<file path="config.mk">
export PLATFORM = sky130hd
export DESIGN_NAME = ss_stopwatch_ctrl
export DESIGN_NICKNAME = d
export VERILOG_FILES = /design/src/rtl/ss_pkg.sv /design/src/rtl/ss_debounce.sv /design/src/rtl/ss_stopwatch_ctrl.sv
export SDC_FILE = /design/constraint.sdc
export NUM_CORES = 1
export LEC_CHECK = 0
export CAP_MARGIN = 20
export CORE_MARGIN = 2
export CORE_UTILIZATION = 58
export CTS_CLUSTER_SIZE = 12
export DETAILED_ROUTE_END_ITERATION = 12
export GPL_TIMING_DRIVEN = 0
export PLACE_DENSITY = 0.83
export SLEW_MARGIN = 40
export SYNTH_ARGS = -nofsm -noshare
export SYNTH_HDL_FRONTEND = slang
export SYNTH_SLANG_ARGS = --single-unit
</file>
<file path="constraint.sdc">
create_clock -name CLK -period 3.7 [get_ports CLK]
set_input_delay 0.555 -clock CLK [delete_from_list [all_inputs] [get_ports CLK]]
set_output_delay 0.555 -clock CLK [all_outputs]
set_load 0.02 [all_outputs]
</file>
<file path="src/rtl/ss_pkg.sv">
// Shared types, constants and the BCD increment helper for the stopwatch.
package ss_pkg;

    typedef enum logic [1:0] {
        IDLE  = 2'd0,
        RUN   = 2'd1,
        PAUSE = 2'd2
    } ss_state_e;

    // Raw buttons pull low when pressed.
    localparam logic BTN_ACTIVE = 1'b0;

    localparam int unsigned BCD_W = 4;
    localparam int unsigned SS_W  = 2 * BCD_W;

    typedef struct packed {
        logic            carry;
        logic [SS_W-1:0] value;
    } bcd_inc_t;

    // Two-digit BCD increment; carry set when 99 rolls over to 00.
    function automatic bcd_inc_t bcd_inc(input logic [SS_W-1:0] v);
        bcd_inc_t         r;
        logic [BCD_W-1:0] ones;
        logic [BCD_W-1:0] tens;
        ones    = v[BCD_W-1:0];
        tens    = v[SS_W-1:BCD_W];
        r.carry = 1'b0;
        if (ones >= BCD_W'(9)) begin
            ones = '0;
            if (tens >= BCD_W'(9)) begin
                tens    = '0;
                r.carry = 1'b1;
            end else begin
                tens = tens + BCD_W'(1);
            end
        end else begin
            ones = ones + BCD_W'(1);
        end
        r.value = {tens, ones};
        return r;
    endfunction

endpackage

</file>
<file path="src/rtl/ss_debounce.sv">
// Button conditioner: 2-flop synchronizer, debounce counter, press pulse.
module ss_debounce
    import ss_pkg::*;
#(
    parameter int unsigned DEBOUNCE_CYCLES = 120000
) (
    input  logic clk_i,
    input  logic rst_i,
    input  logic btn_n_i,
    output logic press_o
);

    localparam int unsigned CNT_W = (DEBOUNCE_CYCLES > 1) ? $clog2(DEBOUNCE_CYCLES) : 1;

    logic             sync1_q;
    logic             sync2_q;
    logic             level_q;
    logic             level_d;
    logic             level_prev_q;
    logic [CNT_W-1:0] cnt_q;
    logic [CNT_W-1:0] cnt_d;
    logic             press_q;
    logic             press_d;

    // Count consecutive samples that disagree with the accepted level.
    always_comb begin
        cnt_d   = cnt_q;
        level_d = level_q;
        if (sync2_q == level_q) begin
            cnt_d = '0;
        end else if (cnt_q == CNT_W'(DEBOUNCE_CYCLES - 1)) begin
            level_d = sync2_q;
            cnt_d   = '0;
        end else begin
            cnt_d = cnt_q + CNT_W'(1);
        end
        press_d = (level_prev_q != BTN_ACTIVE) && (level_q == BTN_ACTIVE);
    end

    // Synchronizer, debounce state and registered press edge.
    always_ff @(posedge clk_i) begin
        if (rst_i) begin
            sync1_q      <= 1'b1;
            sync2_q      <= 1'b1;
            level_q      <= 1'b1;
            level_prev_q <= 1'b1;
            cnt_q        <= '0;
            press_q      <= 1'b0;
        end else begin
            sync1_q      <= btn_n_i;
            sync2_q      <= sync1_q;
            level_q      <= level_d;
            level_prev_q <= level_q;
            cnt_q        <= cnt_d;
            press_q      <= press_d;
        end
    end

    assign press_o = press_q;

endmodule

</file>
<file path="src/rtl/ss_stopwatch_ctrl.sv">
// Start/pause/clear stopwatch producing a two-digit BCD display value.
module ss_stopwatch_ctrl
    import ss_pkg::*;
#(
    parameter int unsigned     CLK_HZ          = 12000000,
    parameter int unsigned     TICK_HZ         = 1,
    parameter int unsigned     DEBOUNCE_CYCLES = 120000,
    parameter logic [SS_W-1:0] WRAP_BCD        = 8'h99
) (
    input  logic            CLK,
    input  logic            RST,
    input  logic            BTN_START_n,
    input  logic            BTN_CLEAR_n,
    output logic [SS_W-1:0] SS_value,
    output logic            running,
    output logic            tick,
    output logic            wrap
);

    localparam int unsigned DIV  = CLK_HZ / TICK_HZ;
    localparam int unsigned PS_W = (DIV > 1) ? $clog2(DIV) : 1;

    logic            start_press;
    logic            clear_press;

    ss_state_e       state_q;
    ss_state_e       state_d;
    logic [PS_W-1:0] ps_q;
    logic [PS_W-1:0] ps_d;
    logic [SS_W-1:0] value_q;
    logic [SS_W-1:0] value_d;
    logic            tick_q;
    logic            tick_d;
    logic            wrap_q;
    logic            wrap_d;
    logic            running_q;
    bcd_inc_t        inc;

    ss_debounce #(
        .DEBOUNCE_CYCLES (DEBOUNCE_CYCLES)
    ) u_db_start (
        .clk_i   (CLK),
        .rst_i   (RST),
        .btn_n_i (BTN_START_n),
        .press_o (start_press)
    );

    ss_debounce #(
        .DEBOUNCE_CYCLES (DEBOUNCE_CYCLES)
    ) u_db_clear (
        .clk_i   (CLK),
        .rst_i   (RST),
        .btn_n_i (BTN_CLEAR_n),
        .press_o (clear_press)
    );

    // Next state: clear dominates; counting happens before a start/pause transition.
    always_comb begin
        state_d = state_q;
        ps_d    = ps_q;
        value_d = value_q;
        tick_d  = 1'b0;
        wrap_d  = 1'b0;
        inc     = bcd_inc(value_q);

        if (clear_press) begin
            state_d = IDLE;
            ps_d    = '0;
            value_d = '0;
        end else begin
            if (state_q == RUN) begin
                if (ps_q == PS_W'(DIV - 1)) begin
                    ps_d   = '0;
                    tick_d = 1'b1;
                    if ((value_q == WRAP_BCD) || inc.carry) begin
                        value_d = '0;
                        wrap_d  = 1'b1;
                    end else begin
                        value_d = inc.value;
                    end
                end else begin
                    ps_d = ps_q + PS_W'(1);
                end
            end

            case (state_q)
                IDLE: begin
                    if (start_press) begin
                        state_d = RUN;
                        ps_d    = '0;
                    end
                end
                RUN: begin
                    if (start_press) begin
                        state_d = PAUSE;
                    end
                end
                PAUSE: begin
                    if (start_press) begin
                        state_d = RUN;
                    end
                end
                default: begin
                    state_d = IDLE;
                    ps_d    = '0;
                    value_d = '0;
                end
            endcase
        end
    end

    // State, prescaler and registered outputs.
    always_ff @(posedge CLK) begin
        if (RST) begin
            state_q   <= IDLE;
            ps_q      <= '0;
            value_q   <= '0;
            tick_q    <= 1'b0;
            wrap_q    <= 1'b0;
            running_q <= 1'b0;
        end else begin
            state_q   <= state_d;
            ps_q      <= ps_d;
            value_q   <= value_d;
            tick_q    <= tick_d;
            wrap_q    <= wrap_d;
            running_q <= (state_d == RUN);
        end
    end

    assign SS_value = value_q;
    assign running  = running_q;
    assign tick     = tick_q;
    assign wrap     = wrap_q;

endmodule

</file>
## Word-level counts from Yosys, hierarchy flattened

Index checks and enable logic that the tools add are counted.

| storage, ports and cells | value |
|---|---|
| register bits after elaboration | 81 |
| input bits | 4 |
| output and inout bits | 11 |

| operators by class | value |
|---|---|
| bitwise logic cells | 7 |
| reductions and logical operators | 18 |
| $lt $le $gt $ge | 2 |
| add/sub/neg operators | 5 |
| multiplexer cells | 16 |
| equality and inequality tests | 9 |

Operator list:

| operator | number |
|---|---|
| 24-bit two-way mux | 3 |
| 24-bit case mux with 2 select lines | 1 |
| 17-bit by 1-bit adder with 17-bit output, second input constant | 2 |
| 17-bit equality test, second input constant | 2 |
| 24-bit by 1-bit adder with 24-bit output, second input constant | 1 |
| 24-bit equality test, second input constant | 1 |
| 3-bit OR reduction | 5 |
| 4-bit two-way mux | 3 |
| 4-bit by 1-bit adder with 4-bit output, second input constant | 2 |
| 8-bit equality test, second input constant | 1 |
| 4-bit greater-or-equal comparator, second input constant | 2 |
| 8-bit two-way mux | 1 |
| 1-bit NOT | 7 |
| 2-bit two-way mux | 3 |
| 2-bit AND reduction | 3 |
| 2-bit OR reduction | 3 |
| 2-bit by 1-bit equality test with 1-bit output, second input constant | 2 |
| 1-bit two-way mux | 4 |
| 2-bit case mux with 2 select lines | 1 |
| 4-bit OR reduction | 1 |
| 3-bit AND reduction | 1 |
| 1-bit equality test | 2 |
| 2-bit equality test, second input constant | 1 |
| 1-bit logical AND | 2 |
| other kinds (3) | 3 |

## Logic depth before layout (Yosys ltp)

Gate-level depths: netlist (run 1).

| depth | value |
|---|---|
| depth after elaboration | 6 |
| gate-level depth with buffers | 8 |

## Hierarchy

From an unflattened synthesis (run 1), not the netlist that was laid out.

| second synthesis, totals | value |
|---|---|
| cells, all modules | 425 |
| area total of the unflattened synthesis | 3838.7 um^2 |

Modules (own cells, without submodules):

| module | cells each | area an instance (um^2) | times used |
|---|---|---|---|
| ss_stopwatch_ctrl | 227 | 1961.9 | 1 |
| ss_debounce | 99 | 938.4 | 2 |

## Worst setup path before layout (run 1)

OpenSTA, ideal clock, no wires.

| timing path | value |
|---|---|
| kind | flip-flop to flip-flop |
| start point | register ps_q[15] |
| end point | register value_q[2], in the netlist SS_value[2] |
| slack | 1.467 ns |
| arrival time | 2.163 ns |
| stages on the path, launching flop included | 6 |
| required time | 3.630 ns |
| cells stage by stage | dfxtp_1 or4b_4 or4_1 buf_2 or4_1 a21oi_1 |

| on the way | value |
|---|---|
| cells in the longest elaborated chain, start to end | 2 |

Ends and longest elaborated chain:

| what | line | source |
|---|---|---|
| start: declaration | ss_stopwatch_ctrl.sv:28 | `logic [PS_W-1:0] ps_q;` |
| start signal: assignment | ss_stopwatch_ctrl.sv:123 | `ps_q <= ps_d;` |
| 24-bit equality test | ss_stopwatch_ctrl.sv:72 | `if (ps_q == PS_W'(DIV - 1)) begin` |
| 2-bit AND reduction (no source line) | n/a |  |
| end signal: assignment | ss_stopwatch_ctrl.sv:124 | `value_q <= value_d;` |
| end: declaration | ss_stopwatch_ctrl.sv:30 | `logic [SS_W-1:0] value_q;` |

Every way passes these cells.
A chain may end at the register's enable or synchronous reset.

## Worst setup path after layout (run 1)

| timing path | value |
|---|---|
| start point | register ps_q[15] |
| end point | register ps_q[13] |

| on the way | value |
|---|---|
| cells in the longest elaborated chain, start to end | 5 |

Ends and longest elaborated chain:

| what | line | source |
|---|---|---|
| 24-bit equality test * | ss_stopwatch_ctrl.sv:72 |  |
| 24-bit two-way mux * | ss_stopwatch_ctrl.sv:72 |  |
| 24-bit two-way mux * | ss_stopwatch_ctrl.sv:71 | `if (state_q == RUN) begin` |
| 24-bit two-way mux | ss_stopwatch_ctrl.sv:88 | `if (start_press) begin` |
| 24-bit case mux with 2 select lines * | ss_stopwatch_ctrl.sv:86 | `case (state_q)` |

Every way passes the cells marked *; elsewhere a longest branch is shown, timed or not.

==> impl_metrics.ini, run 1 <==
[run_status]
status = completed

[clocking]
clock_sinks = 81
htreeDepth = 3
clk_pin_slew_ns = 0.08
postCtsSetupBuffers = 0
cts_buffer_depth = 2
insertion_delay_ns = 0.35
cts_tree = built
cts_buffers = 9
cts_resized = 0
ctsHoldBuffers = 0
root_buffer = clkbuf_8

[synth]
async_reset_ff_frac = 0
yosysSeqAreaShare = 0.4386
synth_top_family_by_area = simple AND/OR/NAND/NOR gates
ys_warn_count = 0
synth.cell_area_um2 = 3697
postSynthAreaPerCell_um2 = 8.741
synth_cell_type_count = 47
synth_simple_gate_area_frac = 0.2883
yosys-top-cells-area = dfxtp_1 (44%), nor2_1 (5.4%), xor2_1 (5.0%)
synth_edf_count = 0
synth-xor-area-share = 0.08528
synth_adder_area_share = 0.04399
ys_ff_latch = 81
synth-main-ff-cell = dfxtp_1
synth_top_area_cell = dfxtp_1
synth_nets = 440
synth.area.mux_share = 0.005415
synth_top_area_frac = 0.4386
synth_cells = 423
synth_compound_area_frac = 0.1066

[placed_design]
port_buffers = 14
place_ws_ns = 0.9661
hpwlAfterDp_mm = 5.215
place_inst = 514
gp_congestion = 0.8238
placed_cell_area_um2 = 3939

[floorplanning]
die_w_um = 83.84
core_area_um2 = 6241
pin_count = 15
die_y_um = 83.84
dieArea_um2 = 7029
start_util = 0.5924
fp-row-count = 29

[cells_and_area]
areaGrowthSynthToFinish_pct = 11.07
drive_above_1_share = 0.06416
fin_util = 0.6580
stdcell_count = 529
design_area_um2 = 4106
fin_nets = 465
antenna_cells = 0

[sta]
timing.setup.tns_ns = 0
fin_ws_ns = 1.238
setup_violations = 0
maxSlewHeadroom = 0.5890
period_needed_ns = 2.462
holdWs_ns = 0.4110
max_clock_freq_ghz = 0.4061
finalClockSkew_ns = 0.006746
slew_violations = 0
max_slew.worst_pin.slew_ns = 0.6131
hold_viol = 0
rsz0062_at_grt = no
fin_crit_sh = 0.6655

[power]
ir_drop_mv = 0.3096
comb_power_share = 0.015
p_per_area_nw_per_um2 = 354.8
internal-power_mw = 1.137
p_total_mw = 1.457
sw_frac_of_total = 0.2192
switchingPower_mw = 0.3194
seqPwrFrac = 0.600
power_leakage_nw = 1.384
pwr-share-clk = 0.385

[routing]
vias = 3088
wl_per_cell_um = 13.68
drt_drc_violations_left = 0
drtIter0Drc = 139
drt_wl_total_mm = 7.238
drt-pass1-iter-count = 4
ant_nets = 0
avgViaCountPerCell = 5.837

[global_routing]
antenna_found_initial = 0
grt_remaining_overflow = 0
grt_pass1_vias = 2981
grt_start_max_net_pins = 13
grt_use_total = 0.2165
grt_first_pass_wirelength_mm = 12.66

[worst_setup_path]
crit_required_ns = 3.92
critical_path_class = flop to flop
reg2regPathDepth = 6
worstPathMaxFanout = 10
start_kind = flop
cp_data_arrival_time_ns = 2.68
cp-end-kind = flop

[flow_run]
cap_violations = 0

[min_path]
hp-class = flop to flop
min_path_cells = 2
==> routing by layer <==
metal  part of all wire  global-route usage  up-vias
met1               0.45              0.2564     1465
met3              0.036             0.06034       14
li1                   -                   -     1557
met4              0.015             0.07478        0
met2               0.50              0.3760       52
met5                  0                   0        -
==> area by class of cell <==
class                   count  area, µm²
fillers                   506       2135
clock inverters             3      17.52
inverters                  18      67.56
multi-input cells         311       1968
plain buffers              13      50.05
flip-flops and latches     81       1622
repair buffers             14      140.1
clock buffers              12      145.1
well taps                  77      96.34
==> kinds of logic after synthesis <==
| family | Yosys count |
|---|---|
| buffers and inverters | 31 |
| and+or+nand+nor | 198 |
| xor gates and xnor gates | 36 |
| adders and majority gates | 13 |
| AOI/OAI and AO/OA | 62 |
| DFF | 81 |
| muxes | 2 |
==> power by group through the flow <==
stage                     sequential (mW)  clock [mW]  combinational (mW)
final                               0.875       0.561              0.0214
after global routing                0.875       0.606              0.0243
after CTS                           0.875       0.572              0.0212
after detailed placement            0.895           0              0.0212
after global placement              0.895           0              0.0209
after floorplan                     0.895           0              0.0129
==> placed cells by master, fill, tap and decap left out, types with 2 or more instances in the layout <==
master	n
nand3_1	21
nand2_1	29
nor3_1	10
nor2_1	53
xor2_1	21
xnor2_1	15
a21oi_1	22
nor4b_1	4
or2_2	7
or3_1	8
or4b_2	2
inv_1	18
and4_1	7
and2_1	5
clkdlybuf4s50_1	14
o21ai_0	13
nor2b_1	2
nor4_1	5
clkbuf_8	10
o31ai_1	9
nand4b_1	3
clkinv_2	2
or4_1	11
mux2i_1	2
dfxtp_1	81
nand4_1	19
o41ai_1	2
ha_1	13
clkbuf_1	13
o31a_1	2
and3_1	5
o211a_1	3
==> cells in the mapped netlist, types with 3 or more instances <==
master and number:
a21oi_1 22, and2_1 5, and3_1 5, and4_1 7
clkbuf_1 11, dfxtp_1 81, ha_1 13, inv_1 18
nand2_1 29, nand3_1 21, nand4_1 19, nand4b_1 3
nor2_1 53, nor3_1 11, nor4_1 5, nor4b_1 4
o211a_1 3, o21ai_0 13, o31ai_1 10, or2_2 7
or3_1 8, or4_1 11, xnor2_1 15, xor2_1 21
==> path summary, 6_finish.rpt <==
check / start / slack, ns / endpoint
worst min-delay path: u_db_clear.level_prev_q / 0.41 / u_db_clear.press_o
worst min register to register: u_db_clear.level_prev_q / 0.41 / u_db_clear.press_o
worst max-delay path: ps_q[15] / 1.24 / ps_q[13]
worst max register to register: ps_q[15] / 1.24 / ps_q[13]
==> state kept, by name, indices dropped and copies added (netlist names) <==
| signal | flops |
|---|---|
| u_db_start.sync1_q | 1 |
| u_db_clear.press_o | 1 |
| u_db_clear.level_prev_q | 1 |
| tick | 1 |
| SS_value | 8 |
| u_db_start.press_o | 1 |
| u_db_clear.sync1_q | 1 |
| u_db_start.level_prev_q | 1 |
| u_db_start.sync2_q | 1 |
| ps_q | 24 |
| u_db_start.cnt_q | 17 |
| u_db_clear.sync2_q | 1 |
| u_db_clear.cnt_q | 17 |
| state_q | 2 |
| running | 1 |
| wrap | 1 |
| u_db_start.level_q | 1 |
| u_db_clear.level_q | 1 |
==> worst max-delay path, cell delays in order (launching register included) <==
cell and delay [ns]:
dfxtp_1 0.40, or4b_4 0.59, or4_1 0.53, buf_2 0.18, o21bai_1 0.16, clkbuf_1 0.39
a21oi_1 0.08
No activity file was read; power rests on OpenSTA's default activity.
==> run 2: changes to the inputs <==
- clock period: 3.7 -> 2.5 ns (I/O delays scaled with it)
==> run 2 against run 1 <==
  * Hold slack better by 0.0013 ns
  * Global-route usage is the same
  * Clock skew rose by 0.00088 ns
  * Combinational power increased by 52%
  * Cell area is 0.40% higher
  * Final cell count unchanged
  * Fmax rose by 2.2%
  * Critical endpoint is now SS_value[2]
  * Clock power rose by 48%
  * Critical path type unchanged
  * Sequential share of layout area shrank 0.16 points
==> impl_metrics.ini, run 2 (synthesized netlist as in run 1, its figures left out) <==
[run_status]
status = completed

[global_routing]
grt_pass1_vias = 2981
grt_remaining_overflow = 0
grt_first_pass_wirelength_mm = 12.66
antenna_found_initial = 0
use_met3 = 0.06034
grt_start_max_net_pins = 13
grt_use_met2 = 0.3760
gr-usage-met1 = 0.2564
grt_use_total = 0.2165
top_usage_layer = met2

[sta]
rsz0062_at_grt = no
slew_violations = 0
max_slew.worst_pin.slew_ns = 0.6128
maxSlewHeadroom = 0.5892
setup_violations = 0
holdWs_ns = 0.4124
finalClockSkew_ns = 0.007631
timing.setup.tns_ns = 0
max_clock_freq_ghz = 0.4151
hold_viol = 0
period_needed_ns = 2.409
fin_ws_ns = 0.09104
fin_crit_sh = 0.9636

[placed_design]
hpwlAfterDp_mm = 5.215
gp_congestion = 0.8238
place_inst = 514
place_ws_ns = -0.05391
placed_cell_area_um2 = 3939
port_buffers = 14

[floorplanning]
fp-row-count = 29
die_y_um = 83.84
pin_count = 15
die_w_um = 83.84
core_area_um2 = 6241
dieArea_um2 = 7029
start_util = 0.5924

[worst_setup_path]
critical_path_class = flop to flop
cp_common_cell = or4_1
crit_start = ps_q[15]
worstPathMaxFanout = 9
start_kind = flop
cp_data_arrival_time_ns = 2.70
cpMaxStageDelayCell = or4b_4
path_buf_inv = 1
cp-end-kind = flop
critical-path-top-delay-family = simple AND/OR/NAND/NOR gates
crit_required_ns = 2.79
timing.rr.start = ps_q[15]
max_stage_delay_ns = 0.59
path_cells = or4b_4 > or4_1 > buf_2 > or4_1 > a21oi_1

[clocking]
cts_buffers = 9
cts_tree = built
insertion_delay_ns = 0.35
root_buffer = clkbuf_8
ctsHoldBuffers = 0
cts_buffer_depth = 2
htreeDepth = 3
clock_sinks = 81
clk_pin_slew_ns = 0.08
postCtsSetupBuffers = 0

[cells_and_area]
reg.largest.list = ps_q x24, u_db_clear.cnt_q x17, u_db_start.cnt_q x17
design_area_um2 = 4123
ff_latch_area_um2 = 1622
areaGrowthSynthToFinish_pct = 11.51
regMostFlops = ps_q
antenna_cells = 0
final_common_cell = dfxtp_1
fin_nets = 465
final_cell_mix = dfxtp_1 (81), nor2_1 (53), nand2_1 (29), a21oi_1 (22), xor2_1 (21)
fin_util = 0.6606
drive_above_1_share = 0.07080
stdcell_count = 529
largest_reg_flops = 24
nFillCells = 506
multi_input_area_um2 = 1982

[min_path]
hp-class = flop to flop
hp-start = u_db_clear.sync1_q

[power]
power_leakage_nw = 1.391
p_total_mw = 2.158
ir_drop_mv = 0.4433
p_per_area_nw_per_um2 = 523.4

[routing]
ant_nets = 0
drt-pass1-iter-count = 5
drt_wl_total_mm = 7.281
vias = 3106
avgViaCountPerCell = 5.871
drt_drc_violations_left = 0
wl_per_cell_um = 13.76
drtIter0Drc = 139

[flow_run]
cap_violations = 0
==> run 2: cell count changes in the layout (fill, tap and decap cells not counted) <==
cell	change
clkbuf_2	+2
clkbuf_1	-2
nand3_1	-1
o31ai_4	+1
nand3_2	+1
o31ai_2	-1
==> run 2: path summary, 6_finish.rpt <==
| check | end | slack [ns] | cells past startpoint |
|---|---|---|---|
| max | SS_value[2] | 0.09 | 5 |
| min | u_db_clear.sync2_q | 0.41 | 1 |
| max reg2reg | SS_value[2] | 0.09 | 5 |
| min reg2reg | u_db_clear.sync2_q | 0.41 | 1 |
==> run 2: power breakdown <==
part	internal, mW	leakage [nW]	total (mW)	switching, mW
clock network	0.380	0.0822	0.831	0.451
logic	0.0116	0.656	0.0326	0.0210
registers	1.29	0.653	1.29	0.00172
total	1.68	1.39	2.16	0.474
==> run 2: per-layer routing <==
metal	wire length (µm)	vias to the layer above
li1	-	1562
met1	3312	1481
met2	3632	50
met3	231	13
met4	105	0
met5	0	-
==> run 2: cell type report <==
type                       count  share of cell area
buffer                        13             0.01275
clock buffer                  12             0.03520
clock inverter                 3            0.004249
inverter                      18             0.01639
multi-input combinational    311              0.4807
sequential                    81              0.3933
tap                           77             0.02337
timing repair buffer          14             0.03399
==> run 2: repair_timing <==
item,CTS,global route
gates resized for setup,0,6
endpoints found under the hold margin,0,0
setup endpoints to repair,0,28
==> run 3: changes to the inputs <==
- CORE_ASPECT_RATIO: unset -> 2
- PLACE_DENSITY: 0.83 -> unset
- PLACE_DENSITY_LB_ADDON: unset -> 0.08
- SETUP_SLACK_MARGIN: unset -> 0.05
==> run 3 against run 2 <==
  * Sequential share of layout area is 1.4 points lower
  * Register-to-register slack better by 0.02 ns
  * Non-clock buffer count stayed put
  * Sequential power hardly changed
  * Critical endpoint unchanged
  * Largest cell class unchanged
  * Largest power group is now the clock network
  * Highest routed layer unchanged
==> impl_metrics.ini, run 3 (synthesized netlist as in run 1, its figures left out) <==
[global_routing]
grt_use_total = 0.2405
antenna_found_initial = 0
grt_start_max_net_pins = 14
grt_pass1_vias = 3105
grt_remaining_overflow = 0
grt_first_pass_wirelength_mm = 13.08

[routing]
vias = 3073
drt_drc_violations_left = 0
ant_nets = 0
drt-pass1-iter-count = 4
drtIter0Drc = 116
avgViaCountPerCell = 5.701
wl_per_cell_um = 14.12
drt_wl_total_mm = 7.612

[power]
ir_drop_mv = 0.4757
pwr-share-clk = 0.496
p_total_mw = 2.640
power_leakage_nw = 1.461
p_per_area_nw_per_um2 = 616.3
seqPwrFrac = 0.491
internal-power_mw = 2.099
sw_frac_of_total = 0.2046
comb_power_share = 0.013
switchingPower_mw = 0.5402

[clocking]
cts_buffer_depth = 2
clk_pin_slew_ns = 0.06
cts_tree = built
clock_sinks = 81
htreeDepth = 3
root_buffer = clkbuf_16
insertion_delay_ns = 0.34
ctsHoldBuffers = 0
cts_buffers = 9

[floorplanning]
die_w_um = 60.46
core_area_um2 = 6259
dieArea_um2 = 7068
fp-row-count = 41
pin_count = 15
die_y_um = 116.9
start_util = 0.5908

[cells_and_area]
final_cell_mix = dfxtp_1 (80), nor2_1 (53), nand2_1 (29), xor2_1 (21), a21oi_1 (21)
regMostFlops = ps_q
areaGrowthSynthToFinish_pct = 15.84
largest_reg_flops = 24
antenna_cells = 0
multi_input_area_um2 = 1992
fin_nets = 465
ff_latch_area_um2 = 1623
reg.largest.list = ps_q x24, u_db_clear.cnt_q x17, u_db_start.cnt_q x17
drive_above_1_share = 0.08389
nFillCells = 528
final_common_cell = dfxtp_1

[sta]
slew_violations = 0
max_clock_freq_ghz = 0.4190
fin_crit_sh = 0.9548
period_needed_ns = 2.387
hold_viol = 0
fin_ws_ns = 0.1131
maxSlewHeadroom = 0.6006
finalClockSkew_ns = 0.004334
max_slew.worst_pin.slew_ns = 0.5946
setup_violations = 0
rsz0062_at_grt = no

[placed_design]
hpwlAfterDp_mm = 5.504
place_ws_ns = -0.1510
port_buffers = 14
gp_congestion = 0.8084

[worst_setup_path]
crit_required_ns = 2.77
critical_path_class = flop to flop
cp-end-kind = flop
worstPathMaxFanout = 9
start_kind = flop
cp_data_arrival_time_ns = 2.66

[flow_run]
cap_violations = 0

[min_path]
hp-class = flop to flop

[run_status]
status = completed
## run 3: cell types whose count changed in the layout (fill, tap and decap cells not counted), moves of 2 or more
cell,previous run,this run
clkbuf_1,11,8
clkbuf_16,0,9
clkbuf_8,10,1
clkinv_2,2,4
## run 3: cell type report
type,count,area share
clock buffers,10,0.05580
multi-input cells,311,0.4651
inverters,18,0.01578
repair buffers,14,0.03272
clock inverters,6,0.01344
plain buffers,13,0.01315
well taps,86,0.02512
flip-flops and latches,81,0.3789
## run 3: path summary, 6_finish.rpt
check	start	end	slack [ns]	cells after the start
max	ps_q[15]	SS_value[2]	0.11	5
min	u_db_start.sync1_q	u_db_start.sync2_q	0.41	1
max reg2reg	ps_q[15]	SS_value[2]	0.11	5
min reg2reg	u_db_start.sync1_q	u_db_start.sync2_q	0.41	1
## run 3: per-stage QoR
stage / hold WS [ns] / instances / utilization / cell area [µm²] / TNS, ns
final: 0.4095 / 539 / 0.6843 / 4283 / 0
after global routing: 0.4262 / 539 / 0.6843 / 4283 / 0
after CTS: 0.4126 / 539 / 0.6791 / 4250 / 0
after detailed placement: 0.3989 / 523 / 0.6311 / 3950 / -1.979
after global placement: 0.3937 / 523 / 0.6303 / 3945 / -11.54
after floorplan: 0.3895 / 423 / - / 3697 / 0
## run 3: worst max-delay path: stages, from the launching register on
cell	delay (ns)
dfxtp_2	0.37
or4b_4	0.56
or4_1	0.53
buf_4	0.18
or4_1	0.52
a21oi_2	0.16
## run 3: layer usage
layer / vias to the layer above / global-route usage / part of all wire
met3: 19 / 0.05165 / 0.024
met1: 1461 / 0.2322 / 0.40
met4: 0 / 0.1290 / 0.026
li1: 1556 / - / -
met2: 37 / 0.4514 / 0.55
met5: - / 0 / 0
## run 3: power groups by stage
| stage | registers (mW) | logic (mW) | clock network, mW |
|---|---|---|---|
| finish | 1.30 | 0.0336 | 1.31 |
| global route | 1.30 | 0.0373 | 1.39 |
| CTS | 1.30 | 0.0328 | 1.33 |
| detailed placement | 1.33 | 0.0322 | 0 |
| global placement | 1.32 | 0.0319 | 0 |
| floorplan | 1.32 | 0.0191 | 0 |
## run 3: repair_timing
item	CTS	global route
hold endpoints to repair	0	0
resized for setup	3	8
buffers inserted	0	0
endpoints found under the setup margin	21	19
